$ cat config.mk
export PLATFORM = sky130hd
export DESIGN_NAME = counter8_ctrl
export DESIGN_NICKNAME = d
export VERILOG_FILES = /design/src/rtl/counter8_ctrl.sv
export SDC_FILE = /design/constraint.sdc
export NUM_CORES = 1
export LEC_CHECK = 0
export CAP_MARGIN = 40
export CORE_MARGIN = 5
export CORE_UTILIZATION = 43
export DETAILED_ROUTE_END_ITERATION = 8
export PLACE_DENSITY = 0.84
export SLEW_MARGIN = 20
export SYNTH_ARGS = -nofsm -noshare
export SYNTH_HDL_FRONTEND = slang
export SYNTH_SLANG_ARGS = --single-unit
export TNS_END_PERCENT = 10
$ cat constraint.sdc
create_clock -name clk -period 1.67 [get_ports clk]
set_input_delay 0.334 -clock clk [delete_from_list [all_inputs] [get_ports clk]]
set_output_delay 0.334 -clock clk [all_outputs]
set_load 0.02 [all_outputs]
$ cat src/rtl/counter8_ctrl.sv
//==============================================================================
// counter8_ctrl: command decoder, state register and count register for the
// 8-bit up/down counter. The optional macro CNT8_SAT_EN selects saturating count.
// Revision: 1.0
//==============================================================================
`default_nettype none

module counter8_ctrl (
  input  logic       clk,
  input  logic       reset_n,
  input  logic       clr,
  input  logic       load,
  input  logic       inc,
  input  logic       dec,
  input  logic [7:0] d_in,
  output logic [2:0] state,
  output logic [7:0] cnt,
  output logic       zero,
  output logic       wrap
);

  typedef enum logic [2:0] {
    IDLE_STATE = 3'b000,
    LOAD_STATE = 3'b001,
    INC_STATE  = 3'b010,
    INC2_STATE = 3'b011,
    DEC_STATE  = 3'b100,
    DEC2_STATE = 3'b101,
    HOLD_STATE = 3'b110
  } state_e;

  state_e     state_q, state_d;
  logic [7:0] cnt_q, cnt_d;
  logic       wrap_q, wrap_d;
  logic       inc_only, dec_only;
  logic [8:0] cnt_inc, cnt_dec;

  always_comb begin
    inc_only = inc & ~dec;
    dec_only = dec & ~inc;
    state_d  = HOLD_STATE;

    if (state_q == IDLE_STATE || state_q == LOAD_STATE || state_q == INC_STATE ||
        state_q == INC2_STATE || state_q == DEC_STATE  || state_q == DEC2_STATE ||
        state_q == HOLD_STATE) begin
      if (clr) begin
        state_d = IDLE_STATE;
      end else if (load) begin
        state_d = LOAD_STATE;
      end else if (inc_only) begin
        state_d = (state_q == INC_STATE || state_q == INC2_STATE) ? INC2_STATE : INC_STATE;
      end else if (dec_only) begin
        state_d = (state_q == DEC_STATE || state_q == DEC2_STATE) ? DEC2_STATE : DEC_STATE;
      end else begin
        state_d = (state_q == IDLE_STATE) ? IDLE_STATE : HOLD_STATE;
      end
    end else begin
      // Unused code 3'b111 recovers to IDLE regardless of commands
      state_d = IDLE_STATE;
    end
  end

  always_comb begin
    // The 9th bit carries out on FF+1 and borrows on 00-1
    cnt_inc = {1'b0, cnt_q} + 9'd1;
    cnt_dec = {1'b0, cnt_q} - 9'd1;
    cnt_d   = cnt_q;
    wrap_d  = 1'b0;

    case (state_d)
      IDLE_STATE: cnt_d = 8'h00;
      LOAD_STATE: cnt_d = d_in;
      INC_STATE, INC2_STATE: begin
        wrap_d = cnt_inc[8];
`ifdef CNT8_SAT_EN
        cnt_d  = cnt_inc[8] ? cnt_q : cnt_inc[7:0];
`else
        cnt_d  = cnt_inc[7:0];
`endif
      end
      DEC_STATE, DEC2_STATE: begin
        wrap_d = cnt_dec[8];
`ifdef CNT8_SAT_EN
        cnt_d  = cnt_dec[8] ? cnt_q : cnt_dec[7:0];
`else
        cnt_d  = cnt_dec[7:0];
`endif
      end
      default: cnt_d = cnt_q;
    endcase
  end

  always_ff @(posedge clk or negedge reset_n) begin
    if (!reset_n) begin
      state_q <= IDLE_STATE;
      cnt_q   <= 8'h00;
      wrap_q  <= 1'b0;
    end else begin
      state_q <= state_d;
      cnt_q   <= cnt_d;
      wrap_q  <= wrap_d;
    end
  end

  assign state = state_q;
  assign cnt   = cnt_q;
  assign wrap  = wrap_q;
  assign zero  = (cnt_q == 8'h00);

endmodule

`default_nettype wire

==> impl_results.md <==
* Initial antenna violation count at 0
* Die width at 57.8 µm
* Reg2Reg Setup Slack at -0.01 ns
* CORE AREA at 2190 µm²
* Die area at 3340 µm²
* Max_slew headroom at 0.792
* Synthesized area per cell at 8.31 µm²
* DRC errors left at 0
* CP delay by family, top: simple AND/OR/NAND/NOR gates
* Synth Instances at 118
* Final setup viols at 1
* Gr ovfl total at 0
* RSZ-0062 raised after global routing: yes
* Largest net degree at the start of global routing at 13
* Max frequency at 594 MHz
* Skew-Pair Late Insertion Delay at 0.29 ns
* Worst path cell trace: ha_2 > nand4b_1 > or2_2 > nor2_1 > or3_1 > a32o_1
* Crit path DAT at 1.86 ns
* CP max-delay cell: dfrtp_2
* Clock sink count at 12
* Crit path launch type: flop
* Critical Path RT at 1.85 ns
* Yosys top cell area share at 0.306
* Post-route ant nets at 0
* Antenna diode count at 0
* DP HPWL at 2540 µm
* H-Tree Depth at 1
* Post-DR vias/cell at 5.70
* Starting DRC count in detailed routing at 25
* Post-synthesis sequential area ratio at 0.306
* First-pass GRT wire length at 5320 µm
* Status: complete, but fails checks
* FF+latch count, synth at 12
* TritonCTS clock tree: built
* Maxcap violations at 0
* Overall routing resource usage at 0.206
* Tcrit/Tclk final at 1.01
* Failing checks: negative setup slack
* RR Startpoint: cnt[0]
* CP peak stage delay at 0.44 ns
* Fin. max-slew vios at 0
* Clock tree buffer depth at 2
* Commonest non-fill, non-tap cell in the layout: buf_4
* Final #Nets at 198
* Final Power at 1.03 mW
* IO buf count at 26
* Initial Util at 0.448
* Clock Tree Root: clkbuf_4
* Synth warnings at 0
* Dpl ws at -0.482 ns
* Worst-Margin Slew at 0.310 ns
* Rows at 17
* Post-route setup slack at -0.0124 ns
* CP Capture Type: flop
* Critical path class: reg2reg
* Share of cells above drive strength 1 at 0.356
* Vias in the first global route at 1,209
* Die Ht at 57.8 µm
* Area contributors post-synth: dfrtp_1 31%, a21oi_1 5.6%, nand2_1 4.6%
* Area leader, netlist: dfrtp_1
* WP buf/inv at 0
* Min Tclk post-route at 1.68 ns
* TritonCTS Buffers at 3
* Minimum hold slack at 0.347 ns
* Drt first pass iters at 4
* Post-CTS Hold Buffers at 0
* Fillers at 159
* HP Class: in2async
* Static Leak at 0.727 nW
* Ports at 27
* Syn_nets at 135
* Syn-to-layout area delta at 62.6%
* Met3 routed WL at 224 µm
* Maximum net fanout on the critical path at 4
* Final Skew at 0.00245 ns
* Vias at 1,186
* Wire length on met2 at 1580 µm
* Commonest cells after routing, fill and taps aside: 39 x buf_4, 13 x dlygate4sd2_1, 12 x nand2_1, 12 x clkdlybuf4s50_1, 9 x a21oi_1
* M1 WL at 1290 µm
* P per Cell Area at 648 nW/µm²
* Cell Area, Synth at 981 µm²
* Peak VDD IR at 0.479 mV
* Reg2reg end: cnt[6]
* WL final at 3200 µm
* R2R depth at 6
* Register clock-pin slew on the reported worst setup and hold paths at 0.09 ns
* Routed length per instance at 15.4 µm
* Routability Congestion at 0.904
* Final hold vios at 0
* Uppermost layer routed: met4
* Yosys cell types at 40
## power by group
| group | leakage (nW) | total, mW | switching, mW | internal [mW] |
|---|---|---|---|---|
| Clock | 0.0210 | 0.249 | 0.116 | 0.133 |
| Combinational | 0.551 | 0.457 | 0.224 | 0.233 |
| Sequential | 0.155 | 0.327 | 0.0158 | 0.311 |
## state kept, by name (all words and copies together) (netlist names)
signal / flops
state: 3
wrap: 1
cnt: 8
## kinds of logic after synthesis
logic type,count (synthesis),share of synthesized area
mux,2,0.0230
compound gates,37,0.256
xor+xnor,2,0.0179
simple gates,51,0.298
buf+inv,11,0.0599
flops,12,0.306
fa+ha+maj,3,0.0383
## synthesized netlist by cell type
cell	instances
nor3_1	8
mux2_2	2
nor2_1	6
ha_1	3
a211o_1	1
nor4_2	1
nand3_1	7
nor2b_1	1
nor2b_4	1
nand2b_1	2
clkbuf_1	3
buf_6	2
o21ai_0	8
nand2_1	12
o221ai_1	3
and4b_1	1
or3_4	1
nand4_1	1
and2b_1	1
o211ai_1	1
a31oi_1	2
o31a_1	1
o31ai_1	2
or3_1	1
a32o_1	4
nor3b_1	2
inv_1	4
xnor2_1	2
a22o_2	2
dfrtp_1	12
and3b_1	1
or2_2	1
or2b_4	1
or2b_1	1
and2_1	1
a21o_1	1
nand4b_1	1
a221o_1	1
a21oi_1	11
buf_2	2
## worst reg2reg max path, delay by kind of cell (launching register included)
kind | cells | cell delay (ns)
compound gates | 1 | 0.27
simple gates | 4 | 0.67
fa+ha+maj | 1 | 0.21
flops | 1 | 0.44
## per-stage QoR
step	utilization	std cells	instance area [µm²]	setup TNS (ns)
floorplan	-	118	986	-0.0931
global placement	0.698	204	1530	-3.31
detailed placement	0.698	204	1530	-3.98
CTS	0.706	208	1550	-0.0745
global route	0.728	208	1600	-0.285
finish	0.728	208	1600	-0.0124
## area by class of cell
type                    instances  area, µm²  share of cell area
inverters                       4       15.0             0.00941
multi-input cells              95        666               0.417
well taps                      28       35.0              0.0220
repair buffers                 65        538               0.337
clock buffers                   4       36.3              0.0227
flip-flops and latches         12        305               0.191
## layer usage
layer | global-route usage | up-vias
li1 | - | 572
met5 | 0 | -
met1 | 0.251 | 549
met2 | 0.337 | 51
met3 | 0.0401 | 14
met4 | 0.119 | 0
## timing repair
action	in CTS	in global routing
pin swaps	1	4
gates resized for setup	20	12
endpoints found under the setup margin	19	8
setup buffers	0	0
## worst max-delay path by stage
stage	startpoint	endpoint	cells past startpoint
global placement	dec	cnt[7]	6
global route	cnt[0]	cnt[6]	6
finish	cnt[0]	cnt[6]	6
CTS	cnt[0]	cnt[6]	6
detailed placement	dec	cnt[7]	6
floorplan	state[0]	cnt[6]	4
Power figures use the tool's default switching activity.
